File: src/rtl/pipeline_seq_if.sv
// Control bundle between the MIPS pipeline datapath and the stall/flush sequencer.
interface pipeline_seq_if #(
  parameter int unsigned CNT_W = 32
) ();
  logic [4:0]       id_rs;
  logic [4:0]       id_rt;
  logic             id_uses_rt;
  logic             ex_memread;
  logic [4:0]       ex_writereg;
  logic             mem_branch;
  logic             mem_zero;
  logic             mem_rd;
  logic             mem_wr;
  logic             dmem_ready;
  logic             dmem_req;
  logic             pc_en;
  logic             pc_src;
  logic             ifid_en;
  logic             ifid_flush;
  logic             idex_en;
  logic             idex_flush;
  logic             exmem_en;
  logic             exmem_flush;
  logic             memwb_en;
  logic             mem_timeout;
  logic [CNT_W-1:0] stall_cnt;
  logic [CNT_W-1:0] flush_cnt;

  // Datapath side: supplies hazard/memory status, consumes enables and flushes.
  modport master (
    output id_rs, id_rt, id_uses_rt, ex_memread, ex_writereg,
           mem_branch, mem_zero, mem_rd, mem_wr, dmem_ready,
    input  dmem_req, pc_en, pc_src, ifid_en, ifid_flush, idex_en, idex_flush,
           exmem_en, exmem_flush, memwb_en, mem_timeout, stall_cnt, flush_cnt
  );

  // Sequencer side.
  modport slave (
    input  id_rs, id_rt, id_uses_rt, ex_memread, ex_writereg,
           mem_branch, mem_zero, mem_rd, mem_wr, dmem_ready,
    output dmem_req, pc_en, pc_src, ifid_en, ifid_flush, idex_en, idex_flush,
           exmem_en, exmem_flush, memwb_en, mem_timeout, stall_cnt, flush_cnt
  );
endinterface

File: src/rtl/pipeline_sequencer.sv
// Stall/flush sequencer for the 5-stage MIPS pipeline: load-use stalls, MEM-resolved
// branch flushes, variable-latency data-memory freeze with timeout trap, perf counters.
module pipeline_sequencer #(
  parameter int unsigned TIMEOUT_CYCLES = 255,
  parameter int unsigned CNT_W          = 32
) (
  input  logic            clk,
  input  logic            reset,
  pipeline_seq_if.slave   bus
);

  localparam int unsigned WAIT_W = $clog2(TIMEOUT_CYCLES + 1);

  typedef enum logic [1:0] {RUN, MEM_WAIT, ERR} state_t;

  state_t             state_q, state_d;
  logic [WAIT_W-1:0]  wait_q, wait_d;
  logic [CNT_W-1:0]   stall_q, stall_d;
  logic [CNT_W-1:0]   flush_q, flush_d;

  logic acc, br, lu;
  logic pc_en, pc_src, ifid_en, ifid_flush, idex_en, idex_flush;
  logic exmem_en, exmem_flush, memwb_en, dmem_req, mem_timeout;

  assign acc = bus.mem_rd | bus.mem_wr;
  assign br  = bus.mem_branch & bus.mem_zero;
  assign lu  = bus.ex_memread && (bus.ex_writereg != 5'd0) &&
               ((bus.ex_writereg == bus.id_rs) ||
                (bus.id_uses_rt && (bus.ex_writereg == bus.id_rt)));

  // Next state, wait/perf counters and control outputs.
  always_comb begin
    state_d     = state_q;
    wait_d      = wait_q;
    stall_d     = stall_q;
    flush_d     = flush_q;
    pc_en       = 1'b0;
    pc_src      = 1'b0;
    ifid_en     = 1'b0;
    ifid_flush  = 1'b0;
    idex_en     = 1'b0;
    idex_flush  = 1'b0;
    exmem_en    = 1'b0;
    exmem_flush = 1'b0;
    memwb_en    = 1'b0;
    dmem_req    = 1'b0;
    mem_timeout = 1'b0;

    case (state_q)
      RUN, MEM_WAIT: begin
        dmem_req = (state_q == MEM_WAIT) | acc;
        if (state_q == MEM_WAIT && !bus.dmem_ready) begin
          if (wait_q == WAIT_W'(TIMEOUT_CYCLES)) begin
            state_d = ERR;
          end else begin
            wait_d = wait_q + WAIT_W'(1);
          end
        end else if (state_q == RUN && acc && !bus.dmem_ready) begin
          state_d = MEM_WAIT;
          wait_d  = WAIT_W'(1);
        end else begin
          // Access complete (or none): normal pipeline advance with branch > load-use.
          state_d  = RUN;
          pc_en    = 1'b1;
          ifid_en  = 1'b1;
          idex_en  = 1'b1;
          exmem_en = 1'b1;
          memwb_en = 1'b1;
          if (br) begin
            pc_src      = 1'b1;
            ifid_flush  = 1'b1;
            idex_flush  = 1'b1;
            exmem_flush = 1'b1;
            if (flush_q != {CNT_W{1'b1}}) flush_d = flush_q + CNT_W'(1);
          end else if (lu) begin
            pc_en      = 1'b0;
            ifid_en    = 1'b0;
            idex_flush = 1'b1;
          end
        end
        if (!pc_en && stall_q != {CNT_W{1'b1}}) stall_d = stall_q + CNT_W'(1);
      end
      ERR: begin
        mem_timeout = 1'b1;
      end
      default: begin
        state_d = RUN;
      end
    endcase

    // Asynchronous reset forces every control output low immediately.
    if (reset) begin
      pc_en       = 1'b0;
      pc_src      = 1'b0;
      ifid_en     = 1'b0;
      ifid_flush  = 1'b0;
      idex_en     = 1'b0;
      idex_flush  = 1'b0;
      exmem_en    = 1'b0;
      exmem_flush = 1'b0;
      memwb_en    = 1'b0;
      dmem_req    = 1'b0;
      mem_timeout = 1'b0;
    end
  end

  always_ff @(posedge clk or posedge reset) begin
    if (reset) begin
      state_q <= RUN;
      wait_q  <= '0;
      stall_q <= '0;
      flush_q <= '0;
    end else begin
      state_q <= state_d;
      wait_q  <= wait_d;
      stall_q <= stall_d;
      flush_q <= flush_d;
    end
  end

  assign bus.pc_en       = pc_en;
  assign bus.pc_src      = pc_src;
  assign bus.ifid_en     = ifid_en;
  assign bus.ifid_flush  = ifid_flush;
  assign bus.idex_en     = idex_en;
  assign bus.idex_flush  = idex_flush;
  assign bus.exmem_en    = exmem_en;
  assign bus.exmem_flush = exmem_flush;
  assign bus.memwb_en    = memwb_en;
  assign bus.dmem_req    = dmem_req;
  assign bus.mem_timeout = mem_timeout;
  assign bus.stall_cnt   = stall_q;
  assign bus.flush_cnt   = flush_q;

endmodule

File: src/flat_wrapper.sv
// flat-port wrapper written by rule: the top's interface ports become plain ports
module pipeline_sequencer_flat 
#(
  parameter int unsigned TIMEOUT_CYCLES = 255,
  parameter int unsigned CNT_W          = 32
)
  (clk, reset, bus_id_rs, bus_id_rt, bus_id_uses_rt, bus_ex_memread, bus_ex_writereg, bus_mem_branch, bus_mem_zero, bus_mem_rd, bus_mem_wr, bus_dmem_ready, bus_dmem_req, bus_pc_en, bus_pc_src, bus_ifid_en, bus_ifid_flush, bus_idex_en, bus_idex_flush, bus_exmem_en, bus_exmem_flush, bus_memwb_en, bus_mem_timeout, bus_stall_cnt, bus_flush_cnt);
  pipeline_seq_if #(.CNT_W(CNT_W)) bus_i ();
  input  logic clk;
  input  logic reset;
  input wire logic [$bits(bus_i.id_rs)-1:0] bus_id_rs;
  input wire logic [$bits(bus_i.id_rt)-1:0] bus_id_rt;
  input wire logic [$bits(bus_i.id_uses_rt)-1:0] bus_id_uses_rt;
  input wire logic [$bits(bus_i.ex_memread)-1:0] bus_ex_memread;
  input wire logic [$bits(bus_i.ex_writereg)-1:0] bus_ex_writereg;
  input wire logic [$bits(bus_i.mem_branch)-1:0] bus_mem_branch;
  input wire logic [$bits(bus_i.mem_zero)-1:0] bus_mem_zero;
  input wire logic [$bits(bus_i.mem_rd)-1:0] bus_mem_rd;
  input wire logic [$bits(bus_i.mem_wr)-1:0] bus_mem_wr;
  input wire logic [$bits(bus_i.dmem_ready)-1:0] bus_dmem_ready;
  output wire logic [$bits(bus_i.dmem_req)-1:0] bus_dmem_req;
  output wire logic [$bits(bus_i.pc_en)-1:0] bus_pc_en;
  output wire logic [$bits(bus_i.pc_src)-1:0] bus_pc_src;
  output wire logic [$bits(bus_i.ifid_en)-1:0] bus_ifid_en;
  output wire logic [$bits(bus_i.ifid_flush)-1:0] bus_ifid_flush;
  output wire logic [$bits(bus_i.idex_en)-1:0] bus_idex_en;
  output wire logic [$bits(bus_i.idex_flush)-1:0] bus_idex_flush;
  output wire logic [$bits(bus_i.exmem_en)-1:0] bus_exmem_en;
  output wire logic [$bits(bus_i.exmem_flush)-1:0] bus_exmem_flush;
  output wire logic [$bits(bus_i.memwb_en)-1:0] bus_memwb_en;
  output wire logic [$bits(bus_i.mem_timeout)-1:0] bus_mem_timeout;
  output wire logic [$bits(bus_i.stall_cnt)-1:0] bus_stall_cnt;
  output wire logic [$bits(bus_i.flush_cnt)-1:0] bus_flush_cnt;
  assign bus_i.id_rs = bus_id_rs;
  assign bus_i.id_rt = bus_id_rt;
  assign bus_i.id_uses_rt = bus_id_uses_rt;
  assign bus_i.ex_memread = bus_ex_memread;
  assign bus_i.ex_writereg = bus_ex_writereg;
  assign bus_i.mem_branch = bus_mem_branch;
  assign bus_i.mem_zero = bus_mem_zero;
  assign bus_i.mem_rd = bus_mem_rd;
  assign bus_i.mem_wr = bus_mem_wr;
  assign bus_i.dmem_ready = bus_dmem_ready;
  assign bus_dmem_req = bus_i.dmem_req;
  assign bus_pc_en = bus_i.pc_en;
  assign bus_pc_src = bus_i.pc_src;
  assign bus_ifid_en = bus_i.ifid_en;
  assign bus_ifid_flush = bus_i.ifid_flush;
  assign bus_idex_en = bus_i.idex_en;
  assign bus_idex_flush = bus_i.idex_flush;
  assign bus_exmem_en = bus_i.exmem_en;
  assign bus_exmem_flush = bus_i.exmem_flush;
  assign bus_memwb_en = bus_i.memwb_en;
  assign bus_mem_timeout = bus_i.mem_timeout;
  assign bus_stall_cnt = bus_i.stall_cnt;
  assign bus_flush_cnt = bus_i.flush_cnt;
  pipeline_sequencer #(.TIMEOUT_CYCLES(TIMEOUT_CYCLES), .CNT_W(CNT_W)) u_core (.clk(clk), .reset(reset), .bus(bus_i));
endmodule
File: config.mk
export PLATFORM = sky130hd
export DESIGN_NAME = pipeline_sequencer_flat
export DESIGN_NICKNAME = d
export VERILOG_FILES = /design/src/rtl/pipeline_seq_if.sv /design/src/rtl/pipeline_sequencer.sv /design/src/flat_wrapper.sv
export SDC_FILE = /design/constraint.sdc
export NUM_CORES = 1
export LEC_CHECK = 0
export ABC_AREA = 0
export BUFFER_PORTS_ARGS = -buffer_cell sky130_fd_sc_hd__buf_2
export CORE_MARGIN = 4
export CORE_UTILIZATION = 45
export CTS_CLUSTER_SIZE = 16
export DETAILED_ROUTE_END_ITERATION = 7
export GPL_ROUTABILITY_DRIVEN = 0
export PLACE_DENSITY = 0.67
export SYNTH_ARGS = -nofsm -noshare
export SYNTH_HDL_FRONTEND = slang
export SYNTH_SLANG_ARGS = --single-unit
export TNS_END_PERCENT = 30
File: constraint.sdc
create_clock -name clk -period 2.9 [get_ports clk]
set_clock_uncertainty 0.2 [all_clocks]
set_input_delay 0.29 -clock clk [delete_from_list [all_inputs] [get_ports clk]]
set_output_delay 0.29 -clock clk [all_outputs]
set_load 0.005 [all_outputs]
# --- Word level (Yosys, flattened, before mapping) ---
# Index checks and enable logic that the tools add are counted.
classes:
  n_eq_ne: 9
  bitwise_logic: 6
  n_addsub: 3
  muxes: 35
  reduce_logical: 18
ops:
  columns: ["op", "count"]
  rows:
  - ["adder 32 x 1 -> 32 bit (second input constant)", 2]
  - ["inequality test 32 bit (second input constant)", 2]
  - ["two-way mux 1 bit", 29]
  - ["two-way mux 8 bit", 3]
  - ["== test 5 bit", 2]
  - ["adder 8 x 1 -> 8 bit (second input constant)", 1]
  - ["== test 8 bit (second input constant)", 1]
  - ["logical AND 1 bit", 7]
  - ["AND reduction 5 bit", 1]
  - ["nonzero test 5 bit", 1]
  - ["two-way mux 2 bit", 2]
  - ["one-hot mux 2 bit (2 select lines)", 1]
  - ["AND reduction 2 bit", 2]
  - ["inequality test 3 bit (second input constant)", 1]
  - ["inverter 1 bit", 3]
  - ["AND reduction 3 bit", 1]
  - ["== test 2 x 1 -> 1 bit (second input constant)", 1]
  - ["== test 2 bit (second input constant)", 1]
  - ["zero test 1 bit", 2]
  - ["zero test 2 bit", 1]
  - ["inequality test 2 bit (second input constant)", 1]
  - ["bitwise OR 1 bit", 2]
  - ["nonzero test 2 bit", 1]
  - ["OR reduction 2 bit", 1]
  - ["other kinds (2)", 2]
totals:
  input_bits: 24
  output_inout_bits: 75
  elab_cells: 75
  reg_bits: 74

# --- Depth between registers and ports, before layout ---
# Gate-level depths: netlist (run 1).
logic_depth:
  depth_word: 12
  mapped_depth: 8
  mapped_depth_nobuf: 7

# --- Worst setup path before layout (run 1) ---
# Ideal clock, no wire load.
synth_path:
  path_kind: "register -> register"
  start: "register u_core.stall_q[0], in the netlist u_core.bus.stall_cnt[0]"
  end: "register u_core.stall_q[30], in the netlist u_core.bus.stall_cnt[30]"
  required_time_ns: 2.573
  n_path_buf: 0
  stages_incl_launch_ff: 8
  setup_slack_ns: 0.654
  t_arrival_ns: 1.919
  period_less_slack_ns: 2.246
  setup_time_ns: 0.127
  path_cell_list: "dfrtp_1 > ha_1 > nand2_1 > or3_1 > nor2_1 > nor4bb_1 > nand4_1 > mux2_1"
synth_between:
  elab_chain_cells: 3
  elab_cells_between_ends: 4
  classes_between: "add/sub: 1; eq/ne: 1; reduce/logical: 2"
synth_rtl:
  columns: ["element", "line_no", "rtl"]
  rows:
  - ["start: declaration", "pipeline_sequencer.sv:18", "logic [CNT_W-1:0] stall_q, stall_d;"]
  - ["start signal: assignment", "pipeline_sequencer.sv:116", "stall_q <= stall_d;"]
  - ["parallel branches: the longest is 3 deep, another holds adder 32 x 1 -> 32 bit", null, null]
# Several ways; the timed one is not identified.
# A chain may end at the register's enable or synchronous reset.

# --- Final worst setup path (run 1) ---
# Same ends and word-level chain as after synthesis.

==> results.toml, run 1 <==
[logic_synthesis]
netlist.area_leader.share = 0.484
yosys.area.top_type = "dfrtp_1"
yosys_warnings = 0
syn_area_per_cell_sq_um = 10.2
synth.net_count = 404
synth_cells = 377
ys_async_sr_fraction = 1.00
synth_cell_types = 44
synth_area_sq_um = 3830
synth-edff-count = 0
ys_seq_elements = 74
synth_ff_type = "dfrtp_1"
synth-seq-area-share = 0.484
synthTopCellsByArea = "dfrtp_1, xnor2_1, nand4_1, xor2_1, nand2_1"

[timing]
rsz0062_at_grt = "false"
maxSlewViolCount = 0
tightestPinTransition_ps = 850
finalSetupViolations = 0
max_freq_mhz = 396
min_period_ps = 2520
whs_ps = 85.4
fin_setup_tns_ps = 0
finalCritPeriodShare = 0.871
finalHoldViolCount = 0
maxSlewHeadroom = 0.433

[final_layout]
drive_gt1_frac = 0.274
fin_util = 0.566
fill_cells = 755
n_antenna_cell = 0
final_nets = 511
final_common_cell = "buf_2"
syn_to_final_growth_pct = 22.1
finalNonFillerCells = 594
final_cell_mix = "buf_2, dfrtp_1, xnor2_1, nand2_1, nand4_1"

[detailed_routing]
antenna_left = 0
route.detailed.drc = 0
drt_iter0_drc = 116
finalWirelength_mm = 8.59
viasPerCell = 5.25
firstDrtPassIters = 4
avgRoutedWirePerCell_um = 14.5
vias = 3121

[die]
die_y_um = 100
die_area_sq_um = 10000
num_io_pins = 99
initial_core_util = 0.463
core_area_sq_um = 8260
die_w_um = 100
rows = 33

[critical_path]
crit_chain = "ha_1 -> nand2_1 -> or3_1 -> nor2_1 -> nor4bb_1 -> nand4_1 -> mux2_1"
critical_path_class = "reg -> reg"
cp.arrival_ps = 2560
crit_required_ps = 2930
crit_fanout = 4
crit_slowest_cell = "nor4bb_1"
cpPeakStageDelay_ps = 430
critPathLaunchType = "register"
cp-end-kind = "register"

[hold_path]
min_path_type = "in -> reg"

[power_and_ir_drop]
p_leak_nw = 2.22
vdd_drop_max_uv = 391
total_power_mw = 2.50
cellPowerDensity_nw_per_um2 = 535

[grt]
grt_max_degree = 41
antenna_found_initial = 0
grt_pass1_wl_mm = 14.6
grt.overflow.total = 0
grt_pass1_vias = 3092
track_usage = 0.180

[clock_network]
clock-sinks = 74
cts_tree = "yes"
cts-root-buf = "clkbuf_8"
clk_pin_slew_ps = 80
ctsResizeCount = 0
worstSkewPairLatency_ps = 350
clock_path_buffers = 2
cts_buffers = 9
h-tree-depth = 3
hold_buffers = 1
postCtsSetupRepairBufs = 0

[placement]
hpwl_mm = 6.39
place.port_buffers = 98
placedCellCount = 577

[outcome]
status = "complete, no violations"

[run]
maxCapViolations = 0
==> flip-flops by register name, summed over array words and instances (netlist names) <==
register and cells:
u_core.state_q 2, u_core.wait_q 8, u_core.bus.flush_cnt 32, u_core.bus.stall_cnt 32
==> path summary, 6_finish.rpt <==
kind                                           from                  endpoint  slack (ps)  depth (start not counted)
max                         u_core.bus.stall_cnt[0]  u_core.bus.stall_cnt[30]         380                          7
min                                  bus_dmem_ready         u_core.state_q[1]          90                          4
max reg2reg                 u_core.bus.stall_cnt[0]  u_core.bus.stall_cnt[30]         380                          7
min reg2reg                u_core.bus.stall_cnt[27]  u_core.bus.stall_cnt[27]         290                          1
max in group asynchronous                     reset   u_core.bus.flush_cnt[7]        1330                          4
min in group asynchronous                     reset  u_core.bus.stall_cnt[19]         490                          3
==> cell type report <==
| cell class | instances | area (sq um) | area share |
|---|---|---|---|
| inverters | 7 | 26.3 | 0.00562 |
| flip-flops and latches | 74 | 1850 | 0.396 |
| well taps | 105 | 131 | 0.0281 |
| clock inverters | 6 | 90.1 | 0.0193 |
| repair buffers | 108 | 581 | 0.124 |
| clock buffers | 10 | 128 | 0.0273 |
| multi-input cells | 284 | 1870 | 0.399 |
==> metal layers <==
metal | wire [um] | part of all wire | vias up | track usage
li1 | - | - | 1536 | -
met1 | 3920 | 0.46 | 1472 | 0.247
met2 | 3890 | 0.45 | 97 | 0.278
met3 | 606 | 0.071 | 16 | 0.0438
met4 | 176 | 0.020 | 0 | 0.0632
met5 | 0 | 0 | - | 0
==> per-stage QoR <==
step / instance area [sq um] / worst slack (ps)
global placement: 4450 / 527
finish: 4670 / 375
floorplan: 3830 / 528
global route: 4670 / 144
CTS: 4670 / 369
detailed placement: 4450 / 419
==> cell families (layout without fill, tap and decap cells) <==
family | Yosys count | in the layout | share of synthesized area
AO/OA/AOI/OAI | 13 | 13 | 0.0307
XOR/XNOR | 76 | 76 | 0.174
adder cells (fa/ha/maj) | 3 | 3 | 0.00981
buffers and inverters | 19 | 131 | 0.0288
flip-flops | 74 | 74 | 0.484
multiplexers | 3 | 3 | 0.00981
AND/OR/NAND/NOR | 189 | 189 | 0.263
==> critical path: cells and delay by family (launching register included) <==
family	cells	cell delay (ps)
simple gates	5	1270
flops	1	410
mux	1	330
fa+ha+maj	1	210
==> synth_stat cells, types with 2 or more instances <==
| master | instances |
|---|---|
| nand4_1 | 36 |
| and2_1 | 5 |
| inv_1 | 7 |
| xnor2_1 | 54 |
| and3_1 | 14 |
| or3_1 | 2 |
| nand2_1 | 40 |
| nor4_2 | 2 |
| buf_4 | 6 |
| clkbuf_1 | 3 |
| nor4_1 | 4 |
| nor2_1 | 32 |
| buf_6 | 2 |
| nor3_2 | 2 |
| a21oi_1 | 3 |
| and4_1 | 4 |
| dfrtp_1 | 74 |
| nand3_1 | 26 |
| o21ai_0 | 2 |
| ha_1 | 3 |
| xor2_1 | 22 |
| nor3_1 | 10 |
| nand2b_1 | 3 |
==> power breakdown <==
part | switching (mW) | total [mW] | internal, mW
clock network | 0.392 | 0.880 | 0.488
registers | 0.125 | 1.25 | 1.12
logic | 0.184 | 0.373 | 0.189
(Power assumes the default switching activity.)
==> run 2: changes to the inputs <==
CORE_UTILIZATION = 53   (was 45)
PLACE_DENSITY = 0.77   (was 0.67)
==> results.toml, run 2 (synthesis gave the netlist of run 1 again) <==
[timing]
maxSlewHeadroom = 0.546
tightestPinTransition_ps = 678
max_freq_mhz = 384
finalSetupViolations = 0
rsz0062_at_grt = "false"
min_period_ps = 2600
finalHoldViolCount = 0
maxSlewViolCount = 0
fin_setup_tns_ps = 0
finalCritPeriodShare = 0.897

[die]
initial_core_util = 0.554
die_w_um = 93.0
core_area_sq_um = 6910
die_area_sq_um = 8650
die_y_um = 93.0
rows = 30
num_io_pins = 99

[grt]
grt_max_degree = 40
grt.overflow.total = 0
grt_pass1_wl_mm = 15.4
antenna_found_initial = 0
track_usage = 0.222
grt_pass1_vias = 3275

[final_layout]
drive_gt1_frac = 0.278
final_nets = 512
final_common_cell = "buf_2"
final_cell_mix = "buf_2, dfrtp_1, xnor2_1, nand2_1, nand4_1"
n_antenna_cell = 0
fill_cells = 563
syn_to_final_growth_pct = 22.9

[critical_path]
cp-startpoint = "u_core.state_q[0]"
critPathLaunchType = "register"
cp.arrival_ps = 2660
critical_path_class = "reg -> reg"
cp-end-kind = "register"
crit_fanout = 11
reg2regPathDepth = 6
crit_required_ps = 2960
worstReg2RegStart = "u_core.state_q[0]"

[clock_network]
h-tree-depth = 3
clock-sinks = 74
cts_buffers = 9
cts-root-buf = "clkbuf_8"
worstSkewPairLatency_ps = 350
clk_pin_slew_ps = 70
cts_tree = "yes"
clock_path_buffers = 2
postCtsSetupRepairBufs = 0

[run]
maxCapViolations = 0

[detailed_routing]
antenna_left = 0
finalWirelength_mm = 9.14
viasPerCell = 5.52
drt_iter0_drc = 194
route.detailed.drc = 0
firstDrtPassIters = 4
avgRoutedWirePerCell_um = 15.6
vias = 3234

[hold_path]
hold_depth = 4
hold_path.startpoint = "bus_dmem_ready"
min_path_type = "in -> reg"

[placement]
place.port_buffers = 98
hpwl_mm = 6.69

[power_and_ir_drop]
cellPowerDensity_nw_per_um2 = 562
total_power_mw = 2.64
p_leak_nw = 2.25
vdd_drop_max_uv = 367

[outcome]
status = "complete, no violations"
[run 2: metrics by stage]
| step | std cells | area, sq um | hold WS, ps | setup WS, ps | utilization |
|---|---|---|---|---|---|
| after floorplan | 377 | 3830 | 280 | 528 | - |
| after global placement | 569 | 4440 | 56.4 | 437 | 0.643 |
| after detailed placement | 569 | 4440 | 63.7 | 328 | 0.643 |
| after CTS | 586 | 4700 | 80.0 | 301 | 0.681 |
| after global routing | 586 | 4700 | 97.5 | 102 | 0.681 |
| final | 586 | 4700 | 95.3 | 299 | 0.681 |
[run 2: power by group]
part / switching, mW / leakage (nW) / internal, mW
Combinational: 0.201 / 1.12 / 0.193
Sequential: 0.126 / 0.997 / 1.12
Clock: 0.382 / 0.129 / 0.616
[run 2: path summary, 6_finish.rpt]
path	end	slack, ps
min reg2reg	u_core.bus.stall_cnt[25]	290
max	u_core.bus.flush_cnt[10]	300
max in group asynchronous	u_core.bus.flush_cnt[0]	1640
min in group asynchronous	u_core.bus.stall_cnt[27]	250
max reg2reg	u_core.bus.flush_cnt[10]	300
min	u_core.state_q[1]	100
[run 2: final cells by class]
| type | count | area, sq um | share of cell area |
|---|---|---|---|
| clock buffer | 11 | 151 | 0.0322 |
| clock inverter | 5 | 100 | 0.0213 |
| inverter | 7 | 26.3 | 0.00559 |
| multi-input combinational | 284 | 1870 | 0.397 |
| sequential | 74 | 1850 | 0.394 |
| tap | 96 | 120 | 0.0255 |
| timing repair buffer | 109 | 588 | 0.125 |
[run 2: routing by layer]
layer  share of wire  up-vias  track usage  wire length, um
li1                -     1531            -                -
met1            0.43     1574        0.278             3930
met2            0.49      114        0.371             4450
met3           0.068       15       0.0491              618
met4           0.016        0       0.0977              144
met5               0        -            0                0
[run 2: worst max-delay path, stage by stage, from the launching register on]
cell and delay, ps:
dfrtp_1 420, or3_1 420, a211o_1 410, a41oi_2 470, nand4_1 260, nor2_1 190
xnor2_1 140
[run 2: timing repair]
item	in CTS	in global routing
hold buffers	1	0
resized for setup	0	0
hold endpoints to repair	9	0
==> run 3: changes to the inputs <==
CORE_MARGIN = 5   (was 4)
==> results.toml, run 3 (synthesis gave the netlist of run 1 again) <==
[final_layout]
fill_cells = 597
drive_gt1_frac = 0.276
final_nets = 512
n_antenna_cell = 0
final_area_sq_um = 4690
syn_to_final_growth_pct = 22.7
finalNonFillerCells = 589
final_cell_mix = "buf_2, dfrtp_1, xnor2_1, nand2_1, nand4_1"
final_common_cell = "buf_2"
fin_util = 0.658

[clock_network]
cts-root-buf = "clkbuf_8"
cts_tree = "yes"
clock_path_buffers = 2
postCtsSetupRepairBufs = 0
worstSkewPairLatency_ps = 350
h-tree-depth = 3
clock-sinks = 74
cts_buffers = 9
ctsResizeCount = 0
hold_buffers = 1
clk_pin_slew_ps = 80

[critical_path]
worstReg2RegStart = "u_core.state_q[0]"
critPathLaunchType = "register"
r2r_slack_ps = 300
crit_fanout = 11
r2r-end = "u_core.bus.flush_cnt[17]"
reg2regPathDepth = 6
crit_required_ps = 2980
cp.arrival_ps = 2680
cp-startpoint = "u_core.state_q[0]"
cp-end-kind = "register"
critical_path_class = "reg -> reg"

[placement]
place_area_sq_um = 4460
place.port_buffers = 98
placedCellCount = 572
hpwl_mm = 6.34

[hold_path]
worstHoldEndpoint = "u_core.state_q[1]"
hold_depth = 4
hold_path.startpoint = "bus_dmem_ready"
min_path_type = "in -> reg"

[grt]
track_usage = 0.198
antenna_found_initial = 0
grt_pass1_wl_mm = 14.1
grt_max_degree = 43
grt.overflow.total = 0
grt_pass1_vias = 3076

[die]
die_area_sq_um = 9020
die_w_um = 95.0
num_io_pins = 99
core_area_sq_um = 7140
die_y_um = 95.0
initial_core_util = 0.536
rows = 31

[timing]
maxSlewViolCount = 0
min_period_ps = 2600
maxSlewHeadroom = 0.535
finalHoldViolCount = 0
fin_setup_tns_ps = 0
rsz0062_at_grt = "false"
whs_ps = 67.9
max_freq_mhz = 385
tightestPinTransition_ps = 696
finalCritPeriodShare = 0.896
finalSetupViolations = 0

[outcome]
status = "complete, no violations"

[detailed_routing]
viasPerCell = 5.36
drt_iter0_drc = 147
antenna_left = 0
vias = 3159
firstDrtPassIters = 5
finalWirelength_mm = 8.53
avgRoutedWirePerCell_um = 14.5
route.detailed.drc = 0

[run]
maxCapViolations = 0

[power_and_ir_drop]
vdd_drop_max_uv = 483
cellPowerDensity_nw_per_um2 = 542
p_leak_nw = 2.23
[run 3: changes by cell type in the layout (fill, tap and decap cells not counted), sizes merged]
| cell | delta |
|---|---|
| clkinv | -2 |
| inv | +2 |
| clkinvlp | +1 |
| bufinv | -1 |
[run 3: metal layers]
layer  vias to the layer above  share of wire  track usage
met1                      1526           0.44        0.251
met2                        91           0.49        0.328
met4                         0          0.010       0.0661
li1                       1532              -            -
met5                         -              0            0
met3                        10          0.059       0.0534
[run 3: how the worst max path moves through the flow]
stage / endpoint / slack (ps) / cells past startpoint
2_1_floorplan: u_core.bus.flush_cnt[0] / 530 / 1
3_3_place_gp: u_core.bus.flush_cnt[8] / 420 / 6
3_5_place_dp: u_core.bus.flush_cnt[17] / 340 / 6
4_1_cts: u_core.bus.flush_cnt[17] / 310 / 6
5_1_grt: u_core.bus.flush_cnt[15] / 120 / 6
6_report: u_core.bus.flush_cnt[17] / 300 / 6
[run 3: stage by stage]
step / power, mW / setup WS, ps
after global placement: 1.63 / 419
after CTS: 2.56 / 313
after global routing: 2.67 / 120
final: 2.54 / 301
after floorplan: 1.47 / 528
after detailed placement: 1.65 / 339
[run 3: critical path: stages, from the launching register on]
cell and delay, ps:
dfrtp_1 430, or3_1 420, a211o_1 400, a41oi_2 500
nand2_1 220, nor2_1 180, xor2_1 160
[run 3: cell type report]
class / instances / area, sq um / area share
Multi-Input combinational cell: 284 / 1870 / 0.397
Sequential cell: 74 / 1850 / 0.394
Timing Repair Buffer: 109 / 601 / 0.128
Clock buffer: 11 / 141 / 0.0301
Tap cell: 99 / 124 / 0.0264
Clock inverter: 5 / 85.1 / 0.0181
Inverter: 7 / 26.3 / 0.00560
[run 3: power breakdown]
part | total, mW | leakage, nW | switching, mW | internal [mW]
Sequential | 1.25 | 0.997 | 0.123 | 1.12
Clock | 0.909 | 0.111 | 0.395 | 0.515
Combinational | 0.388 | 1.12 | 0.195 | 0.193
Total | 2.54 | 2.23 | 0.713 | 1.83
